## src/rtl/imem_loader.sv

```systemverilog
// Program loader for a small CPU: streams prog_len words into instruction
// memory, pulses start, then counts CPU run cycles until done.
module imem_loader #(
  parameter int AW = 8,
  parameter int IW = 9
) (
  input  logic          clk,
  input  logic          rst_n,
  input  logic          load_go,
  input  logic [AW:0]   prog_len,
  input  logic          in_valid,
  input  logic [IW-1:0] in_data,
  output logic          in_ready,
  output logic          im_we,
  output logic [AW-1:0] im_addr,
  output logic [IW-1:0] im_wdata,
  output logic          start,
  input  logic          done,
  output logic          busy,
  output logic          finished,
  output logic          err,
  output logic [15:0]   run_cycles,
  output logic [2:0]    dbg_state
);

  // Word handshake: a word transfers on a rising edge where in_valid and
  // in_ready are both high; in_valid may drop at any time and the loader waits.

  typedef enum logic [2:0] {
    S_IDLE  = 3'd0,
    S_LOAD  = 3'd1,
    S_START = 3'd2,
    S_RUN   = 3'd3,
    S_DONE  = 3'd4
  } state_t;

  localparam logic [AW:0] DEPTH = {1'b1, {AW{1'b0}}};

  state_t        state_q;
  state_t        state_d;
  logic [AW:0]   cnt_q;
  logic [AW:0]   cnt_inc;
  logic [AW:0]   len_q;
  logic [15:0]   run_q;
  logic          err_q;

  logic          len_ok;
  logic          go_legal;
  logic          go_illegal;
  logic          accept;
  logic          run_tick;

  // One extra counter bit lets a full-depth load reach DEPTH without wrapping.
  assign cnt_inc = cnt_q + 1'b1;
  assign len_ok  = (prog_len != '0) && (prog_len <= DEPTH);

  always_comb begin
    state_d    = state_q;
    in_ready   = 1'b0;
    start      = 1'b0;
    busy       = 1'b0;
    finished   = 1'b0;
    go_legal   = 1'b0;
    go_illegal = 1'b0;
    accept     = 1'b0;
    run_tick   = 1'b0;
    case (state_q)
      S_IDLE, S_DONE: begin
        finished = (state_q == S_DONE);
        if (load_go) begin
          if (len_ok) begin
            go_legal = 1'b1;
            state_d  = S_LOAD;
          end else begin
            go_illegal = 1'b1;
            state_d    = S_IDLE;
          end
        end
      end
      S_LOAD: begin
        in_ready = 1'b1;
        busy     = 1'b1;
        accept   = in_valid;
        if (in_valid && (cnt_inc == len_q)) begin
          state_d = S_START;
        end
      end
      S_START: begin
        start   = 1'b1;
        busy    = 1'b1;
        state_d = S_RUN;
      end
      S_RUN: begin
        busy = 1'b1;
        if (done) begin
          state_d = S_DONE;
        end else begin
          run_tick = 1'b1;
        end
      end
      default: begin
        state_d = S_IDLE;
      end
    endcase
  end

  assign im_we      = in_valid & in_ready;
  assign im_addr    = cnt_q[AW-1:0];
  assign im_wdata   = in_data;
  assign err        = err_q;
  assign run_cycles = run_q;
  assign dbg_state  = state_q;

  always_ff @(posedge clk or negedge rst_n) begin
    if (!rst_n) begin
      state_q <= S_IDLE;
    end else begin
      state_q <= state_d;
    end
  end

  always_ff @(posedge clk or negedge rst_n) begin
    if (!rst_n) begin
      cnt_q <= '0;
      len_q <= '0;
      err_q <= 1'b0;
    end else if (go_legal) begin
      cnt_q <= '0;
      len_q <= prog_len;
      err_q <= 1'b0;
    end else begin
      if (go_illegal) begin
        err_q <= 1'b1;
      end
      if (accept) begin
        cnt_q <= cnt_inc;
      end
    end
  end

  // Run counter saturates rather than wrapping on very long programs.
  always_ff @(posedge clk or negedge rst_n) begin
    if (!rst_n) begin
      run_q <= '0;
    end else if (go_legal) begin
      run_q <= '0;
    end else if (run_tick && (run_q != 16'hFFFF)) begin
      run_q <= run_q + 16'd1;
    end
  end

endmodule

```

## config.mk

```make
export PLATFORM = sky130hd
export DESIGN_NAME = imem_loader
export DESIGN_NICKNAME = d
export VERILOG_FILES = /design/src/rtl/imem_loader.sv
export SDC_FILE = /design/constraint.sdc
export NUM_CORES = 1
export LEC_CHECK = 0
export ABC_CLOCK_PERIOD_IN_PS = 2900
export CAP_MARGIN = 20
export CORE_ASPECT_RATIO = 1.75
export CORE_MARGIN = 2
export CORE_UTILIZATION = 53
export CTS_BUF_LIST = sky130_fd_sc_hd__clkbuf_2 sky130_fd_sc_hd__clkbuf_4 sky130_fd_sc_hd__clkbuf_8
export DETAILED_ROUTE_END_ITERATION = 10
export HOLD_SLACK_MARGIN = 0.08
export PLACE_DENSITY = 0.95
export SYNTH_ARGS = -nofsm -noshare
export SYNTH_HDL_FRONTEND = slang
export SYNTH_SLANG_ARGS = --single-unit
```

## constraint.sdc

```tcl
create_clock -name clk -period 2.9 [get_ports clk]
set_input_delay 0.435 -clock clk [delete_from_list [all_inputs] [get_ports clk]]
set_output_delay 0.435 -clock clk [all_outputs]
set_load 0.005 [all_outputs]
```

# Word-level counts from Yosys, hierarchy flattened
# Index checks and enable logic that the tools add are counted.
[classes]
order_cmp = 1
bitwise = 1
mux = 24
reduce_logical = 11
add_sub_neg = 2
eq_ne = 9
[ops]
columns = ["operator", "n"]
rows = [
  ["two-way mux 16 bit", 2],
  ["two-way mux 9 bit", 2],
  ["adder 16 x 1 -> 16 bit (second input constant)", 1],
  ["two-way mux 1 bit", 16],
  ["!= test 16 bit (second input constant)", 1],
  ["one-hot mux 3 bit (4 select lines)", 1],
  ["adder 9 x 1 -> 9 bit (second input constant)", 1],
  ["== test 9 bit", 1],
  ["less-or-equal comparator 9 bit (second input constant)", 1],
  ["two-way mux 3 bit", 3],
  ["nonzero test 9 bit", 1],
  ["== test 3 x 2 -> 1 bit (second input constant)", 2],
  ["!= test 2 bit (second input constant)", 3],
  ["nonzero test 2 bit", 3],
  ["== test 3 x 1 -> 1 bit (second input constant)", 1],
  ["== test 3 bit (second input constant)", 1],
  ["logical AND 1 bit", 3],
  ["zero test 3 bit", 1],
  ["AND reduction 3 bit", 1],
  ["OR reduction 3 bit", 1],
  ["OR reduction 2 bit", 1],
  ["bitwise AND 1 bit", 1],
]
[word_totals]
in_bits = 23
output_inout_bits = 42
wordCells = 53
regBits = 38

# Longest topological paths before layout
# Gate-level depths: netlist of run 1.
[depth]
word_depth = 7
ltp_mapped = 6
ltp_nobuf = 6

# Worst setup path after synthesis of run 1
# OpenSTA, ideal clock, no wires.
[synth_timing]
path_type = "input to register"
startpoint = "input prog_len[1]"
endpoint = "register len_q[6]"
setup_time_ns = 0.127
t_arrival_ns = 1.686
path_slack_ns = 1.086
required_time_ns = 2.773
stages = 5
n_path_buf = 1
cell_sequence = "nor4_2 -> a21boi_1 -> nor3_4 -> buf_6 -> mux2_1"
[synth_via]
elab_chain_len = 5
word_cells_on_any_way = 6
classes_between = "1 x order compare; 3 x mux; 2 x reduce/logical"
[synth_rtl]
columns = ["element", "line_no", "text"]
rows = [
  ["start: declaration", "10", "input logic [AW:0] prog_len,"],
  ["less-or-equal comparator 9 bit / nonzero test 9 bit (equally long branches)", "55", "assign len_ok = (prog_len != '0) && (prog_len <= DEPTH);"],
  ["logical AND 1 bit (*)", "55", ""],
  ["two-way mux 1 bit (*)", "71", "if (len_ok) begin"],
  ["two-way mux 1 bit (*)", "70", "if (load_go) begin"],
  ["two-way mux 1 bit (*)", "67", "case (state_q)"],
  ["end signal: assignment", "129", "len_q <= prog_len;"],
  ["end: declaration", "43", "logic [AW:0] len_q;"],
]
# Every way passes the cells marked *; elsewhere a longest branch is shown, timed or not.
# A chain may end at the register's enable or synchronous reset.

# Final worst setup path of run 1
[layout_timing]
startpoint = "register state_q[1], in the netlist dbg_state[1]"
endpoint = "output im_we"
[layout_via]
elab_chain_len = 3
[layout_rtl]
columns = ["element", "line_no", "text"]
rows = [
  ["start: declaration", "39", "state_t state_q;"],
  ["start signal: assignment", "118", "state_q <= state_d;"],
  ["== test 3 x 1 -> 1 bit", "67", ""],
  ["two-way mux 1 bit", "67", ""],
  ["bitwise AND 1 bit", "107", "assign im_we = in_valid & in_ready;"],
  ["end: declaration", "14", "output logic im_we,"],
]
# Every way passes these cells.

==> impl_metrics.yaml, run 1 <==
place:
  place_area_sq_um: 2670
  dp_hpwl_um: 3790
  placed_cells: 303
  place_congestion: 0.816
  port_buffers: 46
  post-place-ws_ps: 305
sta:
  whs_ps: 517
  period_needed_ps: 2500
  grt_setup_unrepaired: "false"
  slew_headroom_pct: 59.1
  timing_max_transition_violations_final: 0
  fin_crit_sh_pct: 86.4
  max_freq_ghz: 0.399
  final_hold_viol_count: 0
  finalSetupViolCount: 0
  finalSetupTns_ps: 0
  tightest_slew_ps: 611
  clock_skew_ps: 12.3
  postLayoutSetupSlackWorst_ps: 395
clock_tree:
  cts_setup_buffers: 0
  cts_resized: 0
  cts_tree: "done"
  clkSinkCount: 38
  root_buffer: "clkbuf_8"
  path_clk_slew_ps: 70
  clock_latency_ps: 300
  htreeDepth: 2
  clock_path_buffers: 2
  hold_buffers: 0
  cts_buffers: 5
drt:
  totalWireLength_um: 5210
  drtAntennaViolNets: 0
  viasPerCell: 5.94
  vias: 1836
  route.detailed.drc: 0
  firstDrtPassIters: 4
  drt-initial-drc-count: 49
  wire_per_inst_um: 16.9
floorplanning:
  fp.dieW_um: 53.8
  initial_core_util_pct: 55.5
  core_sq_um: 4150
  dieArea_sq_um: 4910
  rows: 31
  dieHeight_um: 91.2
  ios: 65
global_route:
  antenna_found_initial: 0
  grt.total_usage_pct: 23.6
  grtUsageMet2_pct: 41.6
  use_met1_pct: 25.5
  grt_pass1_wl_um: 8540
  overflow: 0
  grt_pass1_vias: 1814
  grtUsageMet3_pct: 4.11
  grt_start_max_net_pins: 39
  busiest_layer: "met2"
synth:
  synth_cells: 228
  synth_area_per_cell_sq_um: 10.1
  ys_seq_elements: 38
  async_flop_share_pct: 100
  synth-main-ff-cell: "dfrtp_1"
  yosys_warnings: 0
  synth.distinct_cells: 51
  mappedNetlistArea_sq_um: 2300
  synth_fp_nets: 253
  ys_seq_area_share_pct: 41.3
  synth_edf_count: 0
power:
  irDropWorstVdd_mv: 0.529
  cellPowerDensity_nw_per_um2: 613
  p_leak_nw: 1.12
  p_total_mw: 1.69
final_layout:
  finish.utilization_pct: 66.4
  fin_area_sq_um: 2760
  synthToLayoutAreaGrowth_pct: 19.6
  final_cell_count_no_fill: 309
  nNetsFinal: 286
  diodes: 0
  drive_gt1_share_pct: 10.0
critical_path:
  cp-start-kind: "flip-flop"
  worstPathRequired_ps: 2470
  crit_arrival_ps: 2070
  cp-end-kind: "output port"
  cp_max_fo: 9
  path_class: "reg2out"
worst_hold_path:
  min_path_type: "reg2reg"
run:
  drv_cap: 0
status:
  status: "finished, final reports clean"
## final cells by class
| class | instances | area (sq um) |
|---|---|---|
| tap | 49 | 61.3 |
| fill | 318 | 1400 |
| inverter | 5 | 18.8 |
| clock buffer | 6 | 82.6 |
| timing repair buffer | 49 | 483 |
| multi-input combinational | 162 | 1160 |
| sequential | 38 | 951 |
## cells by family after synthesis
family,Yosys count,share of synthesized area [%]
compound gates,35,11.3
xor+xnor,27,10.3
fa+ha+maj,2,1.09
buf+inv,28,8.42
flops,38,41.3
mux,10,4.83
simple gates,88,22.8
## routing by layer
layer,up-vias,share of wire [%]
met3,12,3.5
li1,860,-
met2,55,57
met1,909,36
met5,-,0
met4,0,2.7
## placed cells by master, fill, tap and decap left out, drive strengths merged, types with 4 or more instances in the layout
cell type | netlist | routed
xnor2 | 13 | 13
nor4 | 4 | 4
and4 | 4 | 4
clkbuf | 0 | 6
dfrtp | 38 | 38
and3 | 5 | 5
clkdlybuf4s50 | 0 | 46
inv | 5 | 5
nor3b | 5 | 5
nor3 | 9 | 9
xor2 | 14 | 14
a21oi | 7 | 7
nand4 | 4 | 4
nor2 | 25 | 25
mux2 | 9 | 9
o21ai | 5 | 5
nand2 | 11 | 11
nand3 | 9 | 9
## state kept, by name, indices dropped and copies added (netlist names)
signal      count
run_cycles     16
err             1
dbg_state       3
cnt_q           9
len_q           9
## critical path: stages (launching register included)
cell and delay (ps):
dfrtp_1 450, nor3b_2 320, nand2_1 250, inv_1 220
clkdlybuf4s50_1 540
## path summary, 6_finish.rpt
kind	slack, ps	start	cells past startpoint	to
hold reg to reg	520	len_q[7]	1	len_q[7]
setup reg to reg	860	cnt_q[0]	6	dbg_state[0]
min in group asynchronous	540	rst_n	2	err
hold / removal	520	len_q[7]	1	len_q[7]
setup / recovery	400	dbg_state[1]	4	im_we
max in group asynchronous	1990	rst_n	2	run_cycles[11]
## cell usage after synthesis (3+ instances only)
cell type	n	area (sq um)
nor3_1	8	40.0
o2111ai_1	3	26.3
buf_4	19	143
dfrtp_1	38	951
nand3_1	6	30.0
nor3b_1	4	30.0
and3_1	5	31.3
nand4_1	3	18.8
nand2_1	11	41.3
o21ai_0	4	20.0
inv_1	5	18.8
xor2_1	14	123
and4_1	4	35.0
a21oi_1	7	35.0
nor2b_1	3	18.8
o21a_1	3	22.5
mux2_2	7	78.8
nor2_1	25	93.8
o211ai_1	3	22.5
xnor2_1	13	114
## report_power, final
| group | internal, mW | switching, mW | leakage, nW |
|---|---|---|---|
| registers | 0.634 | 0.111 | 0.503 |
| logic | 0.329 | 0.256 | 0.579 |
| clock network | 0.183 | 0.176 | 0.0431 |
| total | 1.15 | 0.542 | 1.12 |
Note: power is estimated with default switching activity, not from simulation.
==> run 2, diff against run 1 <==
Settings changed: CTS_CLUSTER_DIAMETER from default to 100, CTS_CLUSTER_SIZE from default to 40, TNS_END_PERCENT from default to 100.
==> results of run 2 <==
The final DEF is identical to that of run 1; final timing and power are the same.
==> run 3, diff against run 2 <==
Settings changed: CORE_UTILIZATION 53 to 25, PLACE_DENSITY 0.95 to 0.55.
==> run 3 against run 2 <==
Net effect: power grew 12%; first-iteration DRC count shrank 18%; core utilization shrank 34 points; hold slack lost 280 ps; setup slack lost 91 ps; highest routed layer unchanged.
==> impl_metrics.yaml, run 3 (synthesis results as in run 1) <==
final_layout:
  diodes: 0
  largest_reg_flops: 16
  final_cell_count_no_fill: 382
  final_cell_mix: "clkdlybuf4s50_1, dfrtp_1, nor2_1"
  final_common_cell: "clkdlybuf4s50_1"
  synthToLayoutAreaGrowth_pct: 25.6
  drive_gt1_share_pct: 11.1
  nFillCells: 973
  finish.utilization_pct: 32.0
  nNetsFinal: 286
sta:
  timing_max_transition_violations_final: 0
  finalSetupTns_ps: 0
  period_needed_ps: 2600
  postLayoutSetupSlackWorst_ps: 304
  fin_crit_sh_pct: 89.5
  max_freq_ghz: 0.385
  finalSetupViolCount: 0
  clock_skew_ps: 13.5
  tightest_slew_ps: 864
  slew_headroom_pct: 42.4
  final_hold_viol_count: 0
  grt_setup_unrepaired: "false"
floorplanning:
  dieHeight_um: 131
  rows: 46
  ios: 65
  initial_core_util_pct: 25.5
  fp.dieW_um: 76.6
  dieArea_sq_um: 10000
  core_sq_um: 9040
critical_path:
  worst_path_largest_cell_delay_ps: 540
  slowest_stage: "clkdlybuf4s50_1"
  crit_family: "buffers and inverters"
  cp-start-kind: "flip-flop"
  cp_max_fo: 9
  worstPathRequired_ps: 2470
  worst-path-buf-inv: 2
  cp-end-kind: "output port"
  path_class: "reg2out"
  cp_cell_sequence: "nor3b_2 > nand2_1 > inv_1 > clkdlybuf4s50_1"
  crit_arrival_ps: 2160
clock_tree:
  hold_buffers: 0
  cts_tree: "done"
  htreeDepth: 2
  cts_buffers: 5
  clock_latency_ps: 300
  clkSinkCount: 38
  cts_resized: 0
  cts_setup_buffers: 0
  path_clk_slew_ps: 90
  root_buffer: "clkbuf_8"
  clock_path_buffers: 2
drt:
  drtAntennaViolNets: 0
  wire_per_inst_um: 14.8
  vias: 1798
  firstDrtPassIters: 4
  drt-initial-drc-count: 40
  totalWireLength_um: 5650
  viasPerCell: 4.71
  route.detailed.drc: 0
power:
  sw_frac_of_total_pct: 30.5
  cellPowerDensity_nw_per_um2: 651
  p_leak_nw: 1.15
  p_int_mw: 1.31
  power_switching_mw: 0.575
  clkPwrFrac_pct: 29.4
  combPwrFrac_pct: 31.2
  irDropWorstVdd_mv: 0.189
  power_frac_seq_pct: 39.4
status:
  status: "finished, final reports clean"
global_route:
  grt.total_usage_pct: 11.9
  overflow: 0
  antenna_found_initial: 0
  grt_pass1_wl_um: 9380
  grt_pass1_vias: 1955
  grt_start_max_net_pins: 39
place:
  dp_hpwl_um: 4380
  placed_cells: 374
  post-place-ws_ps: 395
  place_congestion: 0.765
  port_buffers: 46
worst_hold_path:
  min_path_type: "in2async"
run:
  drv_cap: 0
-- run 3: metal layers --
metal / share of wire, % / global-route usage (%)
met1: 34 / 10.6
met2: 58 / 24.2
met3: 3.8 / 2.27
met4: 4.2 / 7.49
met5: 0 / 0
-- run 3: through the flow --
stage,hold WS [ps],area [sq um],total power [mW]
2_1_floorplan,139,2300,1.13
3_3_place_gp,488,2760,1.34
6_report,237,2890,1.88
5_1_grt,321,2890,2.01
3_5_place_dp,498,2760,1.35
4_1_cts,269,2890,1.91
-- run 3: worst paths after layout --
| kind | startpoint | end | slack, ps | cells past startpoint |
|---|---|---|---|---|
| hold / removal | rst_n | err | 240 | 1 |
| min in group clk | err | err | 510 | 2 |
| hold reg to reg | err | err | 510 | 2 |
| max in group asynchronous | rst_n | cnt_q[3] | 2110 | 1 |
| setup / recovery | dbg_state[1] | im_we | 300 | 4 |
| setup reg to reg | cnt_q[0] | dbg_state[0] | 730 | 6 |
-- run 3: area by class of cell --
| type | count | area (sq um) | area share, % |
|---|---|---|---|
| clock inverters | 3 | 68.8 | 2.38 |
| repair buffers | 49 | 478 | 16.5 |
| well taps | 120 | 150 | 5.19 |
| inverters | 5 | 18.8 | 0.649 |
| multi-input cells | 162 | 1160 | 40.0 |
| clock buffers | 5 | 68.8 | 2.38 |
| flip-flops and latches | 38 | 951 | 32.9 |
-- run 3: power by group through the flow --
| stage | logic, mW | clock network (mW) | registers [mW] |
|---|---|---|---|
| floorplan | 0.401 | 0 | 0.724 |
| global placement | 0.585 | 0 | 0.753 |
| detailed placement | 0.597 | 0 | 0.757 |
| CTS | 0.598 | 0.570 | 0.746 |
| global route | 0.658 | 0.587 | 0.761 |
| finish | 0.588 | 0.554 | 0.742 |
